`src/rtl/hazard_ctrl_if.sv`:
```
// Pipeline-to-hazard-unit signal bundle: ID/EX source and destination fields in, stall/flush controls out.
// The hazard unit connects through the slave modport; the pipeline (or a bench) drives through master.
interface hazard_ctrl_if;
    logic [4:0]  id_rs;
    logic [4:0]  id_rt;
    logic        id_uses_rt;
    logic        ex_MemRead;
    logic [4:0]  ex_rt;
    logic        id_branch_taken;
    logic        id_jump;
    logic        ex_md_start;
    logic        id_hilo_use;
    logic        pc_wr_en;
    logic        if_id_wr_en;
    logic        if_id_flush;
    logic        id_ex_flush;
    logic        md_busy;
    logic [15:0] stall_cycles;

    modport slave (
        input  id_rs, id_rt, id_uses_rt, ex_MemRead, ex_rt,
        input  id_branch_taken, id_jump, ex_md_start, id_hilo_use,
        output pc_wr_en, if_id_wr_en, if_id_flush, id_ex_flush, md_busy, stall_cycles
    );

    modport master (
        output id_rs, id_rt, id_uses_rt, ex_MemRead, ex_rt,
        output id_branch_taken, id_jump, ex_md_start, id_hilo_use,
        input  pc_wr_en, if_id_wr_en, if_id_flush, id_ex_flush, md_busy, stall_cycles
    );
endinterface

```
`src/rtl/hazard_ctrl.sv`:
```
// Pipeline hazard unit: load-use and HI/LO-busy stalls, redirect flush, saturating stall-cycle counter.
// Latency: controls are combinational from ID/EX fields; md_busy/stall_cycles are registered.
// Backpressure: a stall freezes PC and IF/ID and bubbles EX; HI/LO interlock only with HAZARD_MD_INTERLOCK_EN.
module hazard_ctrl #(
    parameter int MD_LATENCY = 32
) (
    input  logic        clk,
    input  logic        reset,
    hazard_ctrl_if.slave hz
);

    logic        load_use;
    logic        md_stall;
    logic        md_busy;
    logic        stall;
    logic        redirect;
    logic [15:0] stall_cycles_q;
    logic [15:0] stall_cycles_d;

    // Writes to $zero are discarded, so a load into r0 never creates a dependency.
    always_comb begin
        load_use = hz.ex_MemRead && (hz.ex_rt != 5'd0) &&
                   ((hz.ex_rt == hz.id_rs) || (hz.id_uses_rt && (hz.ex_rt == hz.id_rt)));
    end

`ifdef HAZARD_MD_INTERLOCK_EN
    typedef enum logic {
        MD_IDLE,
        MD_BUSY
    } md_state_e;

    md_state_e  state_q;
    md_state_e  state_d;
    logic [5:0] md_cnt_q;
    logic [5:0] md_cnt_d;

    // A start arriving while busy is dropped; the running count is never reloaded.
    always_comb begin
        state_d  = state_q;
        md_cnt_d = md_cnt_q;
        case (state_q)
            MD_IDLE: begin
                if (hz.ex_md_start) begin
                    md_cnt_d = 6'(MD_LATENCY);
                    state_d  = MD_BUSY;
                end
            end
            MD_BUSY: begin
                md_cnt_d = md_cnt_q - 6'd1;
                if (md_cnt_q == 6'd1) begin
                    state_d = MD_IDLE;
                end
            end
            default: begin
                state_d  = MD_IDLE;
                md_cnt_d = 6'd0;
            end
        endcase
    end

    always_ff @(posedge clk or negedge reset) begin
        if (!reset) begin
            state_q  <= MD_IDLE;
            md_cnt_q <= 6'd0;
        end else begin
            state_q  <= state_d;
            md_cnt_q <= md_cnt_d;
        end
    end

    assign md_busy  = (md_cnt_q != 6'd0);
    assign md_stall = md_busy && hz.id_hilo_use;
`else
    logic unused_md;

    assign unused_md = ^{hz.ex_md_start, hz.id_hilo_use, 6'(MD_LATENCY)};
    assign md_busy   = 1'b0;
    assign md_stall  = 1'b0;
`endif

    assign stall    = load_use || md_stall;
    assign redirect = hz.id_branch_taken || hz.id_jump;

    // The stalled instruction in ID must survive, so a stall masks any redirect flush.
    always_comb begin
        hz.pc_wr_en    = !stall;
        hz.if_id_wr_en = !stall;
        hz.id_ex_flush = stall;
        hz.if_id_flush = redirect && !stall;
    end

    always_comb begin
        stall_cycles_d = stall_cycles_q;
        if (stall && (stall_cycles_q != 16'hFFFF)) begin
            stall_cycles_d = stall_cycles_q + 16'd1;
        end
    end

    always_ff @(posedge clk or negedge reset) begin
        if (!reset) begin
            stall_cycles_q <= 16'd0;
        end else begin
            stall_cycles_q <= stall_cycles_d;
        end
    end

    assign hz.md_busy      = md_busy;
    assign hz.stall_cycles = stall_cycles_q;

endmodule
```
`src/flat_wrapper.sv`:
```
// flat-port wrapper written by rule: the top's interface ports become plain ports
module hazard_ctrl_flat 
#(
    parameter int MD_LATENCY = 32
)
  (clk, reset, hz_id_rs, hz_id_rt, hz_id_uses_rt, hz_ex_MemRead, hz_ex_rt, hz_id_branch_taken, hz_id_jump, hz_ex_md_start, hz_id_hilo_use, hz_pc_wr_en, hz_if_id_wr_en, hz_if_id_flush, hz_id_ex_flush, hz_md_busy, hz_stall_cycles);
  hazard_ctrl_if hz_i ();
  input  logic clk;
  input  logic reset;
  input wire logic [$bits(hz_i.id_rs)-1:0] hz_id_rs;
  input wire logic [$bits(hz_i.id_rt)-1:0] hz_id_rt;
  input wire logic [$bits(hz_i.id_uses_rt)-1:0] hz_id_uses_rt;
  input wire logic [$bits(hz_i.ex_MemRead)-1:0] hz_ex_MemRead;
  input wire logic [$bits(hz_i.ex_rt)-1:0] hz_ex_rt;
  input wire logic [$bits(hz_i.id_branch_taken)-1:0] hz_id_branch_taken;
  input wire logic [$bits(hz_i.id_jump)-1:0] hz_id_jump;
  input wire logic [$bits(hz_i.ex_md_start)-1:0] hz_ex_md_start;
  input wire logic [$bits(hz_i.id_hilo_use)-1:0] hz_id_hilo_use;
  output wire logic [$bits(hz_i.pc_wr_en)-1:0] hz_pc_wr_en;
  output wire logic [$bits(hz_i.if_id_wr_en)-1:0] hz_if_id_wr_en;
  output wire logic [$bits(hz_i.if_id_flush)-1:0] hz_if_id_flush;
  output wire logic [$bits(hz_i.id_ex_flush)-1:0] hz_id_ex_flush;
  output wire logic [$bits(hz_i.md_busy)-1:0] hz_md_busy;
  output wire logic [$bits(hz_i.stall_cycles)-1:0] hz_stall_cycles;
  assign hz_i.id_rs = hz_id_rs;
  assign hz_i.id_rt = hz_id_rt;
  assign hz_i.id_uses_rt = hz_id_uses_rt;
  assign hz_i.ex_MemRead = hz_ex_MemRead;
  assign hz_i.ex_rt = hz_ex_rt;
  assign hz_i.id_branch_taken = hz_id_branch_taken;
  assign hz_i.id_jump = hz_id_jump;
  assign hz_i.ex_md_start = hz_ex_md_start;
  assign hz_i.id_hilo_use = hz_id_hilo_use;
  assign hz_pc_wr_en = hz_i.pc_wr_en;
  assign hz_if_id_wr_en = hz_i.if_id_wr_en;
  assign hz_if_id_flush = hz_i.if_id_flush;
  assign hz_id_ex_flush = hz_i.id_ex_flush;
  assign hz_md_busy = hz_i.md_busy;
  assign hz_stall_cycles = hz_i.stall_cycles;
  hazard_ctrl #(.MD_LATENCY(MD_LATENCY)) u_core (.clk(clk), .reset(reset), .hz(hz_i));
endmodule
```
`config.mk`:
```
export PLATFORM = sky130hd
export DESIGN_NAME = hazard_ctrl_flat
export DESIGN_NICKNAME = d
export VERILOG_FILES = /design/src/rtl/hazard_ctrl_if.sv /design/src/rtl/hazard_ctrl.sv /design/src/flat_wrapper.sv
export SDC_FILE = /design/constraint.sdc
export NUM_CORES = 1
export LEC_CHECK = 0
export BUFFER_PORTS_ARGS = -buffer_cell sky130_fd_sc_hd__buf_2
export CAP_MARGIN = 20
export CORE_MARGIN = 2
export CORE_UTILIZATION = 25
export CTS_CLUSTER_SIZE = 25
export DETAILED_ROUTE_END_ITERATION = 12
export GPL_ROUTABILITY_DRIVEN = 0
export PLACE_DENSITY = 0.6
export SYNTH_ARGS = -nofsm -noshare
export SYNTH_HDL_FRONTEND = slang
export SYNTH_SLANG_ARGS = --single-unit
export TNS_END_PERCENT = 1
```
`constraint.sdc`:
```
create_clock -name clk -period 1.8 [get_ports clk]
set_input_delay 0.09 -clock clk [delete_from_list [all_inputs] [get_ports clk]]
set_output_delay 0.09 -clock clk [all_outputs]
set_load 0.01 [all_outputs]
```
# --- Yosys cells after proc, flatten, opt, wreduce, memory -nomap -nowiden ---
# Cells that the tools add are included.
op_classes:
  n_eq_ne: 3
  add_sub_neg: 1
  n_reduce_logical: 9
op_table:
  columns: ["op", "count"]
  rows:
  - ["adder 16 x 1 -> 16 bit, second input constant", 1]
  - ["!= test 16 bit, second input constant", 1]
  - ["== test 5 bit", 2]
  - ["logical AND 1 bit", 5]
  - ["nonzero test 5 bit", 1]
  - ["logical OR 1 bit", 2]
  - ["logical NOT 1 bit", 1]
word_totals:
  regBits: 16
  word_cells: 14

# --- Logic depth before layout (Yosys ltp) ---
# Gate-level depths: netlist of run 1.
depth:
  word_depth: 6
  mapped_depth: 6
  ltp_nobuf: 6

# --- Least setup slack after synthesis of run 1 ---
# No wires, ideal clock.
synth_timing:
  path_type: "register -> register"
  from: "register u_core.stall_cycles_q[12] (netlist: u_core.hz.stall_cycles[12])"
  to: "register u_core.stall_cycles_q[1] (netlist: u_core.hz.stall_cycles[1])"
  path_stages_with_launch: 6
  setup_slack_ns: 0.081
  required_ns: 1.675
  setup_ns: 0.125
  path_buffers: 0
  t_arrival_ns: 1.594
  path_cell_list: "dfrtp_1 -> nand4_1 -> nor3_1 -> a41oi_4 -> nand2_4 -> mux2_4"
synth_between:
  elab_chain_cells: 2
synth_lines:
  columns: ["element", "line_no", "text"]
  rows:
  - ["start: declaration", "hazard_ctrl.sv:17", "logic [15:0] stall_cycles_q;"]
  - ["start signal: assignment", "hazard_ctrl.sv:103", "stall_cycles_q <= stall_cycles_d;"]
  - ["!= test 16 bit", "hazard_ctrl.sv:94", "if (stall && (stall_cycles_q != 16'hFFFF)) begin"]
  - ["logical AND 1 bit", "hazard_ctrl.sv:94", null]
# Every way passes these cells.
# A chain may end at the register's enable or synchronous reset.

# --- Worst setup path after layout of run 1 ---
layout_timing:
  from: "register u_core.stall_cycles_q[1] (netlist: u_core.hz.stall_cycles[1])"
  to: "register u_core.stall_cycles_q[14] (netlist: u_core.hz.stall_cycles[14])"
layout_between:
  elab_chain_cells: 2
  elab_cells_between_ends: 3
  classes_between: "1 x add/sub; 1 x eq/ne; 1 x reduce/logical"
layout_lines:
  columns: ["element"]
  rows:
  - ["branches (longest 2 deep; another with adder 16 x 1 -> 16 bit)"]
# Parallel ways; which one is timed is not known.

==> results by stage, run 1 <==
Synthesis:
- In this run, distinct cell masters in the synthesized netlist total 27.
- The average instance in the mapped netlist occupies between 10 and 15 um2.
- Synthesis handed over a netlist of 94 instances.
- The number of nets handed over by synthesis was between 100 and 150.
- The cell area that synthesis handed to floorplanning was approximately 990 um2.
- The Yosys warning count is 0.
- For this run, the register share of the synthesized area comes to 0.404.
- Among all flip-flop cells after synthesis, the most frequent one is dfrtp_1.
- In the synthesized netlist the async set-or-reset flop fraction comes to 1.00.
- Counting flops with a built-in enable in the synthesized netlist gives 0.
- The number of register bits inferred by synthesis is 16.

Floorplanning:
- The floorplan has 22 rows.
- The overall die area is approximately 4500 um2.
- The horizontal die dimension is 67 um.
- The number of I/O pins is 44.
- The die is around 67 um tall.
- The total area inside the core boundary comes to roughly 3700 um2.
- The effective utilization at floorplan is 0.265.

Routing:
- Dividing the detail-routed wire length by the instance count gives 11.4 um.
- In this run the remaining antenna-violating nets after routing total 0.
- The per-cell via count in the routed design is 4.56.
- The number of search-and-repair iterations in the first detailed-routing pass is 5.
- After the first detailed-routing iteration, the DRC count stood at 34.
- The residual DRC count is 0.
- Wires add up to 2210 um.
- The total via count in the routed design is roughly 900.

Power:
- The analysis attributes to cell leakage a power of 0.652 nW.
- The analysis attributes to net switching a power of about 260 uW.
- The internal cell power is 700 uW.
- The overall power is 959 uW.
- The part of the total power dissipated in combinational logic is 0.237.
- Of the total power, the share spent switching nets is 0.270.
- Of the total power, the clock network draws 0.333.
- The sequential power share is 0.430.
- The power per standard cell area is between 600 and 700 nW/um2.
- The worst supply voltage drop on vdd is between 0.2 and 0.25 mV.

Placement:
- After legalization and detailed placement, the total HPWL measured between 1500 and 2000 um.
- The count of port buffers added during placement is 40.

Layout:
- The area overhead of the layout relative to synthesis is 38.3%.
- 0 antenna diodes ended up in the layout.
- The flip-flop count of the largest register, all copies and words added is 16.
- The final layout net count is 170.
- The fraction of layout instances using a drive strength above 1 is 0.428.
- The fraction of the core area covered by cells at the end of the flow is 0.367.

Timing:
- The maximum operating frequency is a little under 600 MHz.
- Setup violations remaining at the end of the flow were counted as 0.
- The final-report max-slew violation count is 0.
- Setup repair after global routing could not meet its margin everywhere.
- Between clock sinks in the finished design, the worst skew comes to approximately 0.86 ps.
- The worst path needs roughly 1700 ps of the cycle, external delays included.
- The sum of negative setup slack is 0 ps.
- The tightest hold path in the finished design has a slack of between 200 and 300 ps.
- The final hold violation count is 0.
- Dividing the final minimum period by the clock period gives 0.938.

Worst setup path:
- The category of cells accounting for the largest share of critical-path delay is simple AND/OR/NAND/NOR gates.
- The largest fanout on the critical path is 4.
- The category of the worst setup path launch point is a register.
- STA puts the critical path data arrival time at 1830 ps.
- The number of buffer and inverter stages on the critical path is 0.
- For this run, the slowest stage of the critical path takes 390 ps.
- Walking the worst path, the cells encountered are ha_1, and2_1, nand3_1, nor4_1, nand4_1, xnor2_1.
- The kind of end point of the critical path is a register.
- The worst path required time is slightly below 2000 ps.
- The class of the most critical setup path is register to register.
- The slowest stage cell on the critical path is dfrtp_1.

GRT:
- For this run, the total global-route usage over all layers was measured as 0.112.
- The leftover overflow at the end of global routing is 0.
- Entering global routing, the biggest net connects 17 pins.
- The first global-routing pass estimated between 3000 and 4000 um of wire.
- The number of global-route vias before repair is approximately 880.
- The number of antenna violations at the first check in global routing is 0.

Clock network:
- The root buffer cell is clkbuf_8.
- At the later pin of the worst-skew pair, clock insertion delay measures between 200 and 300 ps.
- The clock slew at the register clock pins of the worst setup and hold paths is ~60 ps.
- In this run the number of H-tree levels came out at 1.
- Counting the buffers created by CTS gives 3.
- The maximum number of buffers from clock root to sink is 2.
- The tree built by TritonCTS fans out to 16 sinks.
- The clock tree from TritonCTS is built.

Min path:
- The class of the tightest hold or removal check is input pin to register.

Status:
- The run finished with clean final reports.

Flow run:
- The max-cap violation count is 0.
stage by stage:
| stage | std cells | worst slack (ps) | instance area (um2) |
|---|---|---|---|
| 6_report | 193 | 111 | 1370 |
| 3_5_place_dp | 188 | 42.9 | 1300 |
| 4_1_cts | 193 | 24.9 | 1370 |
| 2_1_floorplan | 94 | 80.5 | 992 |
| 3_3_place_gp | 188 | 77.1 | 1300 |
| 5_1_grt | 193 | -55.3 | 1370 |
kinds of logic (layout without fill, tap and decap cells):
logic type               Yosys count  count (layout)  share of synthesized area
AO/OA/AOI/OAI                      4               4                     0.0719
XOR/XNOR                          25              25                      0.221
adder cells (fa/ha/maj)            1               1                     0.0126
buffers and inverters              5              56                     0.0290
flip-flops                        16              16                      0.404
multiplexers                       1               1                     0.0151
other                              1               1                    0.00378
AND/OR/NAND/NOR                   41              41                      0.243
area by class of cell:
type | count | area [um2]
Clock buffer | 4 | 55.1
Fill cell | 401 | 2370
Inverter | 1 | 3.75
Multi-Input combinational cell | 73 | 568
Sequential cell | 16 | 400
Tap cell | 48 | 60.1
Timing Repair Buffer | 51 | 285
layout by cell type (no fill, tap or decap), types with 2 or more instances in the layout:
cell	instances
nor2_1	2
xnor2_1	24
nand4_1	9
buf_4	10
and3_1	6
buf_2	40
nand2_1	7
clkbuf_8	4
nand3_1	7
dfrtp_1	16
Yosys cell counts, types with 2 or more instances:
| cell | n | share of area |
|---|---|---|
| xnor2_1 | 24 | 0.21 |
| dfrtp_1 | 16 | 0.40 |
| nand4_1 | 9 | 0.057 |
| nand2_1 | 7 | 0.026 |
| nand3_1 | 7 | 0.035 |
| and3_1 | 6 | 0.038 |
| buf_2 | 2 | 0.010 |
| buf_4 | 2 | 0.015 |
| nor2_1 | 2 | 0.0076 |
| nor3_1 | 2 | 0.010 |
timing repair:
item | CTS | global route
endpoints found under the hold margin | 16 | 0
setup endpoints to repair | 0 | 8
buffers inserted | 0 | 0
resized for setup | 0 | 1
hold buffers | 1 | 0
power groups by stage:
stage	registers, mW	logic (mW)	clock network, mW
6_report	0.413	0.227	0.319
3_3_place_gp	0.416	0.223	0
5_1_grt	0.416	0.251	0.351
2_1_floorplan	0.437	0.0999	0
4_1_cts	0.413	0.231	0.332
3_5_place_dp	0.419	0.227	0
layer usage:
layer,GRT usage,share of wire,vias up
met5,0,0,-
met1,0.133,0.43,401
met3,0.0321,0.095,5
li1,-,-,432
met2,0.181,0.45,43
met4,0.0612,0.024,0
tightest hold or removal path, stage by stage:
cell and delay [ps]:
buf_2 110, o21ai_4 90, nor4b_1 70, xor2_1 110
final timing paths:
| path | start | to | slack (ps) | cells past startpoint |
|---|---|---|---|---|
| max reg2reg | u_core.hz.stall_cycles[1] | u_core.hz.stall_cycles[14] | 110 | 6 |
| min reg2reg | u_core.hz.stall_cycles[6] | u_core.hz.stall_cycles[6] | 490 | 1 |
| min in group asynchronous | reset | u_core.hz.stall_cycles[14] | 280 | 2 |
| max | u_core.hz.stall_cycles[1] | u_core.hz.stall_cycles[14] | 110 | 6 |
| min | hz_ex_MemRead | u_core.hz.stall_cycles[12] | 270 | 4 |
| max in group asynchronous | reset | u_core.hz.stall_cycles[3] | 1260 | 2 |
Note: power is estimated with default switching activity, not from simulation.
==> run 2: changes to the inputs <==
--- a/config.mk
+++ b/config.mk
@@ -8,11 +8,11 @@
 export BUFFER_PORTS_ARGS = -buffer_cell sky130_fd_sc_hd__buf_2
 export CAP_MARGIN = 20
 export CORE_MARGIN = 2
-export CORE_UTILIZATION = 25
+export CORE_UTILIZATION = 46
 export CTS_CLUSTER_SIZE = 25
 export DETAILED_ROUTE_END_ITERATION = 12
 export GPL_ROUTABILITY_DRIVEN = 0
-export PLACE_DENSITY = 0.6
+export PLACE_DENSITY = 0.9
 export SYNTH_ARGS = -nofsm -noshare
 export SYNTH_HDL_FRONTEND = slang
 export SYNTH_SLANG_ARGS = --single-unit
==> run 2 against run 1 <==
Final area is 4.2% lower; total power is 7.9% lower; first-iteration DRC count is 62% lower.
==> results by stage, run 2 (same netlist as run 1, synthesis figures left out) <==
Status:
- The flow ran to the end, and the final reports show no timing, DRC or antenna violations.

Worst setup path:
- The number of buffer and inverter stages on the critical path is 0.
- In this run the worst path has a maximum fanout of 9.
- The worst path required time is 1980 ps.
- Among cell families on the critical path, the largest total delay comes from flip-flops.
- The kind of end point of the critical path is a register.
- The maximum cell stage delay along the critical path is around 420 ps.
- The depth of the worst register-to-register path is 5.
- For the worst setup path, the data arrival time is 1880 ps.
- The category of the worst setup path launch point is a register.
- The slowest stage of the critical path belongs to the cell dfrtp_1.
- Traced cell by cell, the critical path runs through ha_1, and2_4, a41oi_4, nand2_4, mux2_4.
- The setup path with the least slack is of type register to register.
- The number of logic stages on the critical path including buffering is 5.

Min path:
- The count of cells along the worst hold path is 4.
- The class of the tightest hold or removal check is input pin to register.

Floorplanning:
- In this run the count of I/O pins placed on the die edge is 44.
- The effective utilization at floorplan is 0.496.
- The horizontal die dimension is 50.4 um.
- The height of the die is slightly above 50 um.
- The floorplan step defined a die boundary enclosing about 2500 um2.
- The floorplan has 16 rows.
- The placeable core area is 2000 um2.

Timing:
- The final period utilization is 0.944.
- The final hold violation count is 0.
- The final setup skew is between 3 and 4 ps.
- The number of failing setup endpoints in the final timing report is 0.
- The final-report max-slew violation count is 0.
- The maximum operating frequency is a little under 600 MHz.
- The worst path in the final design needs a cycle of 1700 ps, including I/O delays and setup.
- Setup repair after global routing could not meet its margin everywhere.
- Setup slack on the critical path of the routed design comes to 101 ps.

GRT:
- The number of antenna violations at the first check in global routing is 0.
- The overall track demand over capacity in global routing is 0.192.
- The wire length of the first global-routing pass is around 3700 um.
- The number of global-route vias before repair was approximately 870.
- The leftover overflow at the end of global routing is 0.
- The largest net degree at the start of global routing is 17.

Routing:
- The detailed router finished its first iteration with 13 violations.
- The residual DRC count is 0.
- Summed over all layers, the routed wires come to 2180 um.
- The per-cell via count in the routed design is ~5.3.
- The total via count in the routed design is approximately 900.
- The number of search-and-repair iterations in the first detailed-routing pass is 4.
- The number of routed nets with antenna violations is 0.
- Dividing the detail-routed wire length by the instance count gives around 13 um.

Layout:
- The area overhead of the layout relative to synthesis is 32.5%.
- The register with the most flip-flops in the layout has 16 of them.
- The most frequent standard cell in the layout excluding fill and tap cells is buf_2.
- With fillers left out, the area of the finished cells amounts to ~1300 um2.
- The repair_antennas step left the layout with diodes totalling 0.
- For this run, the post-layout net count is 168.
- The library cells used most frequently in the layout, excluding fill and tap cells, are buf_2 (40), xnor2_1 (24), dfrtp_1 (16).
- The fraction of layout instances using a drive strength above 1 is 0.427.

Clock network:
- The tree is rooted in a clkbuf_4.
- The clock network latency to the later pin of the worst-skew pair is 280 ps.
- The number of buffers added for setup after CTS is 0.
- The number of clock sinks is 16.
- TritonCTS built the clock tree.
- The H-tree depth is 1.
- Clock-pin slew was measured on the worst setup and hold paths at ~100 ps.
- Clock tree synthesis inserted a total of 3 buffers.
- The maximum number of buffers from clock root to sink is 2.

Placement:
- The cell area after placement is 1260 um2.
- The count of port buffers added during placement is 40.
- OpenSTA, run right after detailed placement, puts the worst setup slack at roughly 25 ps.
- Summed over all nets, the half-perimeter wirelength after detailed placement is around 1800 um.

Flow run:
- The max-cap violation count is 0.

Power:
- The power per standard cell area is roughly 670 nW/um2.
- Summed over all cells, the static leakage comes to about 0.63 nW.
- The worst supply voltage drop on vdd is between 0.4 and 0.5 mV.
[run 2: cell types whose count changed in the layout (fill, tap and decap cells not counted), sizes merged]
cell | before | now
buf | 50 | 48
[run 2: per-stage QoR]
step                      hold slack (ps)  setup TNS, ps  utilization  total power, mW  instances
after floorplan                      -206              0            -            0.537         94
after global placement               8.86              0        0.630            0.633        165
after global routing                  241          -30.1        0.657            0.937        170
final                                 233              0        0.657            0.883        170
after detailed placement             25.7              0        0.630            0.652        165
after CTS                             238              0        0.653            0.892        170
[run 2: cell type report]
class	count	area [um2]
multi-input cells	73	571
flip-flops and latches	16	400
well taps	27	33.8
inverters	1	3.75
clock buffers	4	36.3
fillers	175	687
repair buffers	49	270
[run 2: routing by layer]
metal / track usage / up-vias / share of wire
met5: 0 / - / 0
met4: 0.0766 / 0 / 0.017
met3: 0.0327 / 6 / 0.066
met2: 0.349 / 43 / 0.54
met1: 0.223 / 418 / 0.38
li1: - / 429 / -
[run 2: path summary, 6_finish.rpt]
kind,to,slack [ps],from
max in group asynchronous,u_core.hz.stall_cycles[6],1290,reset
worst max-delay path,u_core.hz.stall_cycles[1],100,u_core.hz.stall_cycles[1]
worst min-delay path,u_core.hz.stall_cycles[12],230,hz_ex_MemRead
worst max register to register,u_core.hz.stall_cycles[1],100,u_core.hz.stall_cycles[1]
min in group asynchronous,u_core.hz.stall_cycles[14],250,reset
worst min register to register,u_core.hz.stall_cycles[6],490,u_core.hz.stall_cycles[6]
[run 2: power breakdown]
part	total (mW)	internal [mW]	leakage, nW	switching, mW
Sequential	0.415	0.388	0.220	0.0276
Clock	0.238	0.123	0.0210	0.115
Combinational	0.230	0.118	0.393	0.111
Total	0.883	0.629	0.634	0.254
[run 2: timing repair]
| item | in CTS | in global routing |
|---|---|---|
| gates resized for setup | 0 | 3 |
| endpoints found under the hold margin | 16 | 0 |
| setup endpoints to repair | 0 | 5 |
| hold buffers | 1 | 0 |
[run 2: worst reg2reg max path, cell delays in order (launching register included)]
cell     delay, ps
dfrtp_1        420
ha_1           220
and2_4         190
a41oi_4        370
nand2_4         90
mux2_4         300
==> run 3: changes to the inputs <==
--- a/config.mk
+++ b/config.mk
@@ -12,7 +12,7 @@
 export CTS_CLUSTER_SIZE = 25
 export DETAILED_ROUTE_END_ITERATION = 12
 export GPL_ROUTABILITY_DRIVEN = 0
-export PLACE_DENSITY = 0.9
+export PLACE_DENSITY = 0.77
 export SYNTH_ARGS = -nofsm -noshare
 export SYNTH_HDL_FRONTEND = slang
 export SYNTH_SLANG_ARGS = --single-unit
==> run 3 against run 2 <==
Critical path depth increased by 1; total power decreased by 6.5%; hold slack improved by 1.1 ps; global-route usage increased by 0.087 points; die area unchanged; core utilization increased by 0.25 points; flip-flop and latch count unchanged; sequential power about the same; routed wire length decreased by 2.3%; via count increased by 0.33%; critical path type unchanged; largest power group unchanged.
==> results by stage, run 3 (same netlist as run 1, synthesis figures left out) <==
Layout:
- The final-layout fill cell count is 170.
- The diode insertion count for antenna repair is 0.
- The register with the most flip-flops in the layout has 16 of them.
- In the layout the commonest cells are buf_2 (40), xnor2_1 (24), dfrtp_1 (16).
- The finished layout holds 171 standard cells, fillers aside.
- The area overhead of the layout relative to synthesis is 33.0%.
- Leaving out fill and tap cells, the most frequent cell in the layout is buf_2.
- In the final layout, the share of cells above drive strength 1 is 0.431.
- The final design instance area without fill is 1320 um2.
- The final layout net count is 170.

Placement:
- Once placement completed, the tool counted placed cells totaling around 170.
- Detailed placement ended at an HPWL of 1680 um.
- After detailed placement, the total cell area comes to approximately 1300 um2.
- The count of port buffers added during placement is 40.

Timing:
- The final hold violation count is 0.
- Dividing the final minimum period by the clock period gives 0.943.
- The final-report max-slew violation count is 0.
- Setup repair after global routing could not meet its margin everywhere.
- Setup violations remaining at the end of the flow were counted as 0.
- The shortest clock period the worst path allows after layout is about 1700 ps.
- The final setup skew is approximately 4.1 ps.
- Static timing analysis puts the maximum clock frequency at 589 MHz.
- The tightest hold path in the finished design has a slack of about 230 ps.

Routing:
- The first detailed-routing pass ran for 4 iterations.
- Wires add up to 2130 um.
- The residual DRC count is 0.
- The count of nets left with antenna violations once routing finished came out at 0.
- The total via count in the routed design is 899.
- In the final routed layout, each cell accounts on average for roughly 12 um.
- After detailed routing, the number of vias per cell comes to 5.26.
- For this block, the initial DRC count from the detailed router was 21.

GRT:
- The number of antenna violations at the first check in global routing is 0.
- The leftover overflow at the end of global routing is 0.
- Across every metal layer, demand over resource in global routing totals 0.193.
- The largest net degree at the start of global routing is 17.
- The wire length of the first global-routing pass is around 3800 um.
- The number of global-route vias before repair is slightly below 900.

Worst setup path:
- The worst path required time is roughly 2000 ps.
- STA puts the critical path data arrival time at ~1900 ps.
- The category of the worst setup path launch point is a register.
- The worst setup path is of the register to register kind.
- The kind of end point of the critical path is a register.
- The largest fanout on the critical path is 6.

Clock network:
- TritonCTS built the clock tree.
- In this run the number of H-tree levels came out at 1.
- Buffers inserted during clock tree synthesis total 3.
- The clock network latency to the later pin of the worst-skew pair is between 200 and 300 ps.
- The maximum number of buffers from clock root to sink is 2.
- The number of clock sinks is 16.
- The clock slew at the register clock pins of the worst setup and hold paths is ~90 ps.
- The root buffer cell chosen for the clock tree is clkbuf_4.

Power:
- The leakage power total is 0.636 nW.
- For this design the ratio of total power to cell area is 625 nW/um2.
- IR analysis of the VDD net gives a maximum drop of 0.546 mV.

Min path:
- The class of the tightest hold or removal check is input pin to register.

Floorplanning:
- In this run the count of I/O pins placed on the die edge is between 40 and 50.
- The die covers approximately 2500 um2.
- After floorplanning, the core was divided into 16 placement rows.
- The height of the die is around 50 um.
- The effective utilization at floorplan is 0.496.
- The placeable core area is approximately 2000 um2.
- Measured along the x axis, the die boundary spans about 50 um.

Flow run:
- The max-cap violation count is 0.

Status:
- The flow ran to the end, and the final reports show no timing, DRC or antenna violations.
==> run 3: cell type report <==
class | instances | area, um2 | area share
multi-input combinational | 73 | 574 | 0.435
inverter | 1 | 3.75 | 0.00284
timing repair buffer | 51 | 285 | 0.216
sequential | 16 | 400 | 0.303
clock buffer | 3 | 22.5 | 0.0171
tap | 27 | 33.8 | 0.0256
==> run 3: stage by stage <==
stage	power [mW]	worst slack, ps	util	TNS [ps]
6_report	0.825	102	0.659	0
5_1_grt	0.887	-0.0602	0.659	-0.0602
4_1_cts	0.832	8.87	0.646	0
3_5_place_dp	0.643	29.3	0.630	0
3_3_place_gp	0.633	82.3	0.630	0
2_1_floorplan	0.537	80.5	-	0
==> run 3: layer usage <==
metal | routed length (um) | share of wire | global-route usage
met2 | 1090 | 0.51 | 0.351
met1 | 872 | 0.41 | 0.223
met5 | 0 | 0 | 0
met4 | 15 | 0.0070 | 0.0676
met3 | 155 | 0.073 | 0.0387
==> run 3: critical path, cell delays in order, from the launching register on <==
cell and delay [ps]:
dfrtp_1 410, ha_1 220, and2_1 220, a41oi_4 280, buf_4 190, nand4_1 120
xnor2_1 140
==> run 3: worst paths after layout <==
kind	cells past startpoint	end	slack (ps)	startpoint
max in group asynchronous	2	u_core.hz.stall_cycles[2]	1300	reset
min	5	u_core.hz.stall_cycles[0]	230	hz_ex_MemRead
min reg2reg	1	u_core.hz.stall_cycles[6]	500	u_core.hz.stall_cycles[6]
max	6	u_core.hz.stall_cycles[4]	100	u_core.hz.stall_cycles[1]
min in group asynchronous	2	u_core.hz.stall_cycles[8]	240	reset
max reg2reg	6	u_core.hz.stall_cycles[4]	100	u_core.hz.stall_cycles[1]
==> run 3: power by group <==
part / switching (mW) / internal, mW / leakage, nW
registers: 0.0241 / 0.388 / 0.220
clock network: 0.107 / 0.0778 / 0.0138
logic: 0.110 / 0.119 / 0.402
==> run 3: timing repair <==
item	4_1_cts	5_1_grt
gates resized for setup	0	2
hold buffers	1	0
endpoints found under the hold margin	16	0
setup endpoints to repair	0	3
buffers inserted	0	2
